===== config.mk =====
export PLATFORM = sky130hd
export DESIGN_NAME = glyph_column_decoder_flat
export DESIGN_NICKNAME = d
export VERILOG_FILES = /design/src/rtl/display_pkg.sv /design/src/rtl/glyph_column_decoder_if.sv /design/src/rtl/glyph_matcher.sv /design/src/rtl/glyph_column_decoder.sv /design/src/flat_wrapper.sv
export SDC_FILE = /design/constraint.sdc
export NUM_CORES = 1
export LEC_CHECK = 0
export CORE_AREA = 4 4 89 112
export CTS_BUF_LIST = sky130_fd_sc_hd__clkbuf_8
export CTS_CLUSTER_DIAMETER = 30
export DETAILED_ROUTE_END_ITERATION = 8
export DIE_AREA = 0 0 93 116
export PLACE_DENSITY = 0.6
export SYNTH_ARGS = -nofsm -noshare
export SYNTH_HDL_FRONTEND = slang
export SYNTH_SLANG_ARGS = --single-unit

===== constraint.sdc =====
create_clock -name clk -period 4.96 [get_ports clk]
set_input_delay 0.992 -clock clk [delete_from_list [all_inputs] [get_ports clk]]
set_output_delay 0.992 -clock clk [all_outputs]
set_load 0.05 [all_outputs]

===== src/rtl/display_pkg.sv =====
// Shared display constants: glyph geometry, field widths and the 4x4 hex glyph table.
// Used by the column decoder and by the display scanner.
package display_pkg;

    localparam int GLYPH_W    = 4;
    localparam int GLYPH_BITS = GLYPH_W * GLYPH_W;
    localparam int CODE_W     = 4;
    localparam int POS_W      = 2;
    localparam int COL_W      = 2;
    localparam int NUM_GLYPHS = 16;
    localparam int NUM_POS    = 4;

    typedef logic [GLYPH_BITS-1:0] glyph_t;
    typedef logic [CODE_W-1:0]     code_t;
    typedef logic [POS_W-1:0]      pos_t;
    typedef logic [COL_W-1:0]      col_t;

    // Entry i is the row-major bitmap of hex digit i (row 0 in the top nibble).
    localparam logic [NUM_GLYPHS-1:0][GLYPH_BITS-1:0] GLYPH_TABLE = {
        16'hF8E8, 16'hFE8F, 16'hE99E, 16'hF88F,
        16'hCADA, 16'hF9F9, 16'hF9F1, 16'hEBD7,
        16'hF111, 16'h8F9F, 16'hF8F7, 16'h99F1,
        16'hF71F, 16'hF24F, 16'hF22F, 16'hF99F
    };

endpackage


===== src/rtl/glyph_column_decoder_if.sv =====
// Column-scan input and decoded-character output bundle of the glyph column decoder.
interface glyph_column_decoder_if;
    import display_pkg::*;

    logic                       col_valid;
    logic [POS_W+COL_W-1:0]     column_in;
    logic [GLYPH_W-1:0]         line_in;
    logic                       char_valid;
    logic [CODE_W-1:0]          char_code;
    logic [POS_W-1:0]           char_position;
    logic                       char_error;
    logic                       seq_error;
    logic [NUM_POS*CODE_W-1:0]  chars_out;
    logic                       frame_done;

    modport master (
        output col_valid, column_in, line_in,
        input  char_valid, char_code, char_position, char_error,
        input  seq_error, chars_out, frame_done
    );

    modport slave (
        input  col_valid, column_in, line_in,
        output char_valid, char_code, char_position, char_error,
        output seq_error, chars_out, frame_done
    );

endinterface


===== src/rtl/glyph_matcher.sv =====
// Combinational lookup of a completed 4x4 glyph against the hex glyph table.
module glyph_matcher
    import display_pkg::*;
(
    input  glyph_t glyph_i,
    output logic   hit_o,
    output code_t  code_o
);

    logic [NUM_GLYPHS-1:0] entry_eq;

    for (genvar gi = 0; gi < NUM_GLYPHS; gi++) begin : g_entry
        assign entry_eq[gi] = (glyph_i == GLYPH_TABLE[gi]);
    end

    // Table entries are distinct, so at most one bit of entry_eq is set.
    always_comb begin
        hit_o  = 1'b0;
        code_o = '0;
        for (int i = 0; i < NUM_GLYPHS; i++) begin
            if (entry_eq[i]) begin
                hit_o  = 1'b1;
                code_o = CODE_W'(i);
            end
        end
    end

endmodule


===== src/rtl/glyph_column_decoder.sv =====
// Assembles scanned glyph columns, decodes each completed glyph to a hex code one
// cycle after its last column, and tracks in-order frames of four positions.
module glyph_column_decoder #(
    parameter int GLYPH_W = display_pkg::GLYPH_W
) (
    input  logic                  clk,
    input  logic                  reset,
    glyph_column_decoder_if.slave bus
);

    localparam int GLYPH_BITS = GLYPH_W * GLYPH_W;
    localparam int COL_W      = display_pkg::COL_W;
    localparam int POS_W      = display_pkg::POS_W;
    localparam int CODE_W     = display_pkg::CODE_W;
    localparam int NUM_POS    = display_pkg::NUM_POS;
    localparam int CHARS_W    = NUM_POS * CODE_W;

    logic [COL_W-1:0]      exp_col_q,    exp_col_d;
    logic [POS_W-1:0]      cur_pos_q,    cur_pos_d;
    logic [POS_W-1:0]      next_pos_q,   next_pos_d;
    logic [GLYPH_BITS-1:0] glyph_q,      glyph_d;
    logic [CHARS_W-1:0]    chars_q,      chars_d;
    logic [CODE_W-1:0]     char_code_q,  char_code_d;
    logic [POS_W-1:0]      char_pos_q,   char_pos_d;
    logic                  char_valid_q, char_valid_d;
    logic                  char_error_q, char_error_d;
    logic                  seq_error_q,  seq_error_d;
    logic                  frame_done_q, frame_done_d;

    logic [COL_W-1:0]      beat_col;
    logic [POS_W-1:0]      beat_pos;
    logic                  in_order;
    logic                  out_of_order;
    logic                  start;
    logic                  take;
    logic                  complete;
    logic [GLYPH_BITS-1:0] glyph_base;
    logic [GLYPH_BITS-1:0] glyph_upd;
    logic                  match_hit;
    logic [CODE_W-1:0]     match_code;
    logic                  match_ok;

    assign beat_col = bus.column_in[COL_W-1:0];
    assign beat_pos = bus.column_in[COL_W+POS_W-1:COL_W];

    // Column 0 may start any position; later columns must continue the latched one.
    assign in_order     = bus.col_valid && (beat_col == exp_col_q) &&
                          ((exp_col_q == '0) || (beat_pos == cur_pos_q));
    assign out_of_order = bus.col_valid && !in_order;
    assign start        = bus.col_valid && (beat_col == '0);
    assign take         = in_order || start;
    assign complete     = in_order && (beat_col == COL_W'(GLYPH_W-1));

    assign glyph_base = start ? '0 : glyph_q;

    // Bit r*W + (W-1-c) of the glyph holds line_in[r] of column c.
    for (genvar gi = 0; gi < GLYPH_BITS; gi++) begin : g_bit
        assign glyph_upd[gi] = (beat_col == COL_W'(GLYPH_W - 1 - (gi % GLYPH_W)))
                               ? bus.line_in[gi / GLYPH_W] : glyph_base[gi];
    end

    glyph_matcher u_matcher (
        .glyph_i (glyph_upd),
        .hit_o   (match_hit),
        .code_o  (match_code)
    );

    assign match_ok = complete && match_hit;

    for (genvar gi = 0; gi < NUM_POS; gi++) begin : g_slot
        assign chars_d[gi*CODE_W +: CODE_W] =
            (match_ok && (cur_pos_q == POS_W'(gi))) ? match_code
                                                    : chars_q[gi*CODE_W +: CODE_W];
    end

    always_comb begin
        exp_col_d    = exp_col_q;
        cur_pos_d    = cur_pos_q;
        next_pos_d   = next_pos_q;
        glyph_d      = glyph_q;
        char_code_d  = char_code_q;
        char_pos_d   = char_pos_q;
        char_valid_d = 1'b0;
        char_error_d = 1'b0;
        seq_error_d  = out_of_order;
        frame_done_d = 1'b0;

        if (take) begin
            glyph_d   = glyph_upd;
            exp_col_d = beat_col + 1'b1;
            if (start) begin
                cur_pos_d = beat_pos;
            end
        end else if (out_of_order) begin
            glyph_d   = '0;
            exp_col_d = '0;
        end

        if (complete) begin
            char_pos_d = cur_pos_q;
            if (match_hit) begin
                char_valid_d = 1'b1;
                char_code_d  = match_code;
            end else begin
                char_error_d = 1'b1;
            end
        end

        // Frame tracking: positions must match 0,1,2,3 in order with no error between.
        if (match_ok) begin
            if (cur_pos_q == next_pos_q) begin
                if (cur_pos_q == POS_W'(NUM_POS-1)) begin
                    frame_done_d = 1'b1;
                    next_pos_d   = '0;
                end else begin
                    next_pos_d = next_pos_q + 1'b1;
                end
            end else if (cur_pos_q == '0) begin
                next_pos_d = POS_W'(1);
            end else begin
                next_pos_d = '0;
            end
        end else if (complete || out_of_order) begin
            next_pos_d = '0;
        end
    end

    always_ff @(posedge clk) begin
        if (reset) begin
            exp_col_q    <= '0;
            cur_pos_q    <= '0;
            next_pos_q   <= '0;
            glyph_q      <= '0;
            chars_q      <= '0;
            char_code_q  <= '0;
            char_pos_q   <= '0;
            char_valid_q <= 1'b0;
            char_error_q <= 1'b0;
            seq_error_q  <= 1'b0;
            frame_done_q <= 1'b0;
        end else begin
            exp_col_q    <= exp_col_d;
            cur_pos_q    <= cur_pos_d;
            next_pos_q   <= next_pos_d;
            glyph_q      <= glyph_d;
            chars_q      <= chars_d;
            char_code_q  <= char_code_d;
            char_pos_q   <= char_pos_d;
            char_valid_q <= char_valid_d;
            char_error_q <= char_error_d;
            seq_error_q  <= seq_error_d;
            frame_done_q <= frame_done_d;
        end
    end

    assign bus.char_valid    = char_valid_q;
    assign bus.char_code     = char_code_q;
    assign bus.char_position = char_pos_q;
    assign bus.char_error    = char_error_q;
    assign bus.seq_error     = seq_error_q;
    assign bus.chars_out     = chars_q;
    assign bus.frame_done    = frame_done_q;

endmodule


===== src/flat_wrapper.sv =====
// flat-port wrapper written by rule: the top's interface ports become plain ports
module glyph_column_decoder_flat 
#(
    parameter int GLYPH_W = display_pkg::GLYPH_W
)
  (clk, reset, bus_col_valid, bus_column_in, bus_line_in, bus_char_valid, bus_char_code, bus_char_position, bus_char_error, bus_seq_error, bus_chars_out, bus_frame_done);
  glyph_column_decoder_if bus_i ();
  input  logic clk;
  input  logic reset;
  input wire logic [$bits(bus_i.col_valid)-1:0] bus_col_valid;
  input wire logic [$bits(bus_i.column_in)-1:0] bus_column_in;
  input wire logic [$bits(bus_i.line_in)-1:0] bus_line_in;
  output wire logic [$bits(bus_i.char_valid)-1:0] bus_char_valid;
  output wire logic [$bits(bus_i.char_code)-1:0] bus_char_code;
  output wire logic [$bits(bus_i.char_position)-1:0] bus_char_position;
  output wire logic [$bits(bus_i.char_error)-1:0] bus_char_error;
  output wire logic [$bits(bus_i.seq_error)-1:0] bus_seq_error;
  output wire logic [$bits(bus_i.chars_out)-1:0] bus_chars_out;
  output wire logic [$bits(bus_i.frame_done)-1:0] bus_frame_done;
  assign bus_i.col_valid = bus_col_valid;
  assign bus_i.column_in = bus_column_in;
  assign bus_i.line_in = bus_line_in;
  assign bus_char_valid = bus_i.char_valid;
  assign bus_char_code = bus_i.char_code;
  assign bus_char_position = bus_i.char_position;
  assign bus_char_error = bus_i.char_error;
  assign bus_seq_error = bus_i.seq_error;
  assign bus_chars_out = bus_i.chars_out;
  assign bus_frame_done = bus_i.frame_done;
  glyph_column_decoder #(.GLYPH_W(GLYPH_W)) u_core (.clk(clk), .reset(reset), .bus(bus_i));
endmodule

==> flow_metrics.py, run 1 <==
metrics = {
    "run_status": {
        "status": "complete, no violations",
    },
    "detailed_routing": {
        "route.met3.wl_um": 585,
        "dr.pass1.iters": 6,
        "drc_errors": 0,
        "wirelength_met1_um": 4600,
        "wl_per_cell_um": 18.3,
        "final_antenna_net_count": 0,
        "drt_iter0_drc": 325,
        "wl_met2_um": 5170,
        "finalWirelength_um": 10700,
        "routed-via-count": 3533,
        "post_drt_via_cell_ratio": 6.06,
        "top_layer": "met4",
    },
    "sta": {
        "tns_ns": 0,
        "slew_violations": 0,
        "tightest_slew_ns": 1.03,
        "rsz0062_at_grt": "false",
        "setup_violations": 0,
        "min_period_ns": 4.46,
        "slew_headroom_pct": 30.8,
        "fin_ws_ns": 0.500,
        "clock.fmax_mhz": 224,
        "finalHoldViolCount": 0,
        "fin_crit_sh_pct": 89.9,
        "holdWs_ns": 0.463,
        "clock-skew-final_ns": 0.0116,
    },
    "clocking": {
        "root_buffer": "clkbuf_8",
        "cts_buffer_depth": 2,
        "cts_max_level": 2,
        "insertion_delay_ns": 0.32,
        "cts_num_sinks": 48,
        "numCtsBuffers": 5,
        "clk_pin_slew_worst_paths_ns": 0.10,
        "tritoncts": "yes",
        "post_cts_buffers": 0,
    },
    "synth": {
        "post_synth.cell_area_avg_um2": 8.09,
        "async_flop_share_pct": 0,
        "synth_edf_count": 0,
        "syn-num-nets": 445,
        "synthXorXnorAreaFrac_pct": 1.01,
        "netlist_area_um2": 3480,
        "ys_ff_latch": 48,
        "synth_area_leaders": "dfxtp_1, nand2_1, a21oi_1, nor2b_1, nor2_1",
        "yosys.area.top_type_share_pct": 27.6,
        "yosys.area_share.simple_pct": 33.0,
        "yosysTopAreaCell": "dfxtp_1",
        "synthMuxAreaShare_pct": 2.59,
        "ys_types": 79,
        "yosysWarnings": 0,
        "synth_compound_area_share_pct": 28.4,
        "synth_adder_area_share_pct": 1.44,
        "ys_seq_area_share_pct": 27.6,
        "synth_top_family_by_area": "simple AND/OR/NAND/NOR gates",
        "ys_dominant_reg_cell": "dfxtp_1",
        "syn_inst": 430,
    },
    "setup_path": {
        "worstSetupEndpointType": "flop",
        "cp_common_cell": "a21oi_1",
        "cp_cell_sequence": "clkdlybuf4s50_1 -> ha_1 -> buf_4 -> nor2b_1 -> a22oi_1 -> nor2_1 -> nand4_1 -> a21oi_1 -> nor4_4 -> a21oi_1 -> mux2i_1",
        "crit_path_max_fanout": 16,
        "cp.buffers_inverters": 2,
        "path_class": "in -> reg",
        "slowest_stage": "nor4_4",
        "cpPeakStageDelay_ns": 0.78,
        "required_ns": 5.11,
        "cp-start-kind": "primary input",
        "path_delay_family": "simple AND/OR/NAND/NOR gates",
        "cp.arrival_ns": 4.61,
    },
    "cells_and_area": {
        "final_common_cell": "dfxtp_1",
        "antennaDiodeCount": 0,
        "final_cell_mix": "dfxtp_1, nand2_1, clkdlybuf4s50_1",
        "fillers": 913,
        "layout-drive-gt1-share_pct": 12.8,
        "num-nets-final": 474,
        "syn2layout_area_growth_pct": 17.2,
    },
    "die": {
        "core_area_um2": 8980,
        "dieArea_um2": 10800,
        "die_y_um": 116,
        "rows": 39,
        "die_x_um": 93,
        "io_pins": 37,
        "start_util_pct": 38.7,
    },
    "place": {
        "place_congestion": 0.978,
        "numPortBuffers": 36,
        "pre_cts_ws_ns": 0.0403,
        "hpwl_um": 8010,
    },
    "power": {
        "p_leak_nw": 1.29,
        "power_w": 0.000784,
        "ir_drop_mv": 0.146,
        "p_per_area_nw_per_um2": 192,
    },
    "grt": {
        "grt_pass1_vias": 3349,
        "overflow": 0,
        "grt_first_pass_wirelength_um": 17500,
        "antenna_found_initial": 0,
        "grt_max_degree": 37,
        "gr-usage-all-layers_pct": 20.4,
    },
    "run": {
        "max_cap_viol_count": 0,
    },
    "min_path": {
        "hold_path_class": "reg -> reg",
    },
}
flip-flops by register name, summed over array words and instances, names as in the netlist:
signal,flops
u_core.bus.char_error,1
u_core.bus.seq_error,1
u_core.bus.frame_done,1
u_core.bus.char_position,2
u_core.glyph_q,16
u_core.bus.char_code,4
u_core.next_pos_q,2
u_core.cur_pos_q,2
u_core.bus.char_valid,1
u_core.exp_col_q,2
u_core.bus.chars_out,16
final cells by class:
class                      instances  area [um^2]  area share (%)
clock inverter                     2         17.5           0.430
clock buffer                       6         82.6            2.03
inverter                           7         26.3           0.645
tap                              123          154            3.78
timing repair buffer              55          515            12.6
sequential                        48          961            23.6
multi-input combinational        342         2320            56.9
cell families after synthesis:
group / after synthesis
DFF: 48
buffers and inverters: 40
xor gates and xnor gates: 4
adders and majority gates: 4
muxes: 9
AOI/OAI and AO/OA: 127
and+or+nand+nor: 198
power by group:
| group | internal, W | switching, W |
|---|---|---|
| sequential | 0.000389 | 0.00000536 |
| combinational | 0.0000442 | 0.0000783 |
| clock | 0.000117 | 0.000151 |
worst paths after layout:
| check | end | depth (start not counted) | startpoint | slack (ns) |
|---|---|---|---|---|
| hold / removal | u_core.bus.char_position[0] | 2 | u_core.bus.char_position[0] | 0.46 |
| hold reg to reg | u_core.bus.char_position[0] | 2 | u_core.bus.char_position[0] | 0.46 |
| setup / recovery | u_core.bus.char_code[1] | 11 | bus_column_in[1] | 0.50 |
| setup reg to reg | u_core.next_pos_q[1] | 8 | u_core.glyph_q[11] | 1.99 |
cell usage after synthesis, types with 3 or more instances:
| cell | instances |
|---|---|
| dfxtp_1 | 48 |
| nand2_1 | 47 |
| nor2_1 | 34 |
| a21oi_1 | 30 |
| nor2b_1 | 22 |
| nand4_1 | 20 |
| clkbuf_1 | 14 |
| nand3_1 | 14 |
| buf_2 | 12 |
| o21ai_0 | 10 |
| a22o_1 | 9 |
| mux2i_1 | 9 |
| nor3_1 | 9 |
| a22oi_1 | 8 |
| o21ai_1 | 8 |
| inv_1 | 7 |
| nor4_1 | 6 |
| o22ai_1 | 6 |
| a32oi_1 | 5 |
| and3_1 | 5 |
| buf_6 | 5 |
| nand2b_1 | 5 |
| nand4b_1 | 5 |
| a211oi_1 | 4 |
| a211oi_2 | 4 |
| ha_1 | 4 |
| xnor2_1 | 4 |
| a21oi_2 | 3 |
| nand4bb_1 | 3 |
| nor3b_1 | 3 |
| nor4_2 | 3 |
| o211a_1 | 3 |
| o21a_1 | 3 |
| o311ai_1 | 3 |
| o32ai_1 | 3 |
stage by stage:
step           instances  instance area, um^2  util, %
2_1_floorplan        430                 3480        -
3_3_place_gp         575                 3970     44.2
3_5_place_dp         575                 3970     44.2
4_1_cts              583                 4070     45.3
5_1_grt              583                 4080     45.4
6_report             583                 4080     45.4
tightest hold or removal path: cells and delay by family (launching register included):
family	cells	cell delay, ns
flops	1	0.33
simple gates	1	0.05
compound gates	1	0.05
metal layers:
layer | up-vias | global-route usage [%]
met2 | 137 | 34.0
met4 | 0 | 8.50
met3 | 28 | 3.51
met1 | 1670 | 26.1
met5 | - | 0
li1 | 1698 | -
repair_timing:
item | 4_1_cts | 5_1_grt
setup endpoints to repair | 0 | 4
hold buffers | 0 | 0
gates resized for setup | 0 | 1
Note: power is estimated with default switching activity, not from simulation.
==> inputs of run 2 (changes only) <==
--- a/config.mk
+++ b/config.mk
@@ -11,6 +11,7 @@
 export DETAILED_ROUTE_END_ITERATION = 8
 export DIE_AREA = 0 0 93 116
 export PLACE_DENSITY = 0.6
+export SKIP_LAST_GASP = 1
 export SYNTH_ARGS = -nofsm -noshare
 export SYNTH_HDL_FRONTEND = slang
 export SYNTH_SLANG_ARGS = --single-unit
==> results of run 2 <==
Final layout, timing and power as in run 1 (identical DEF).
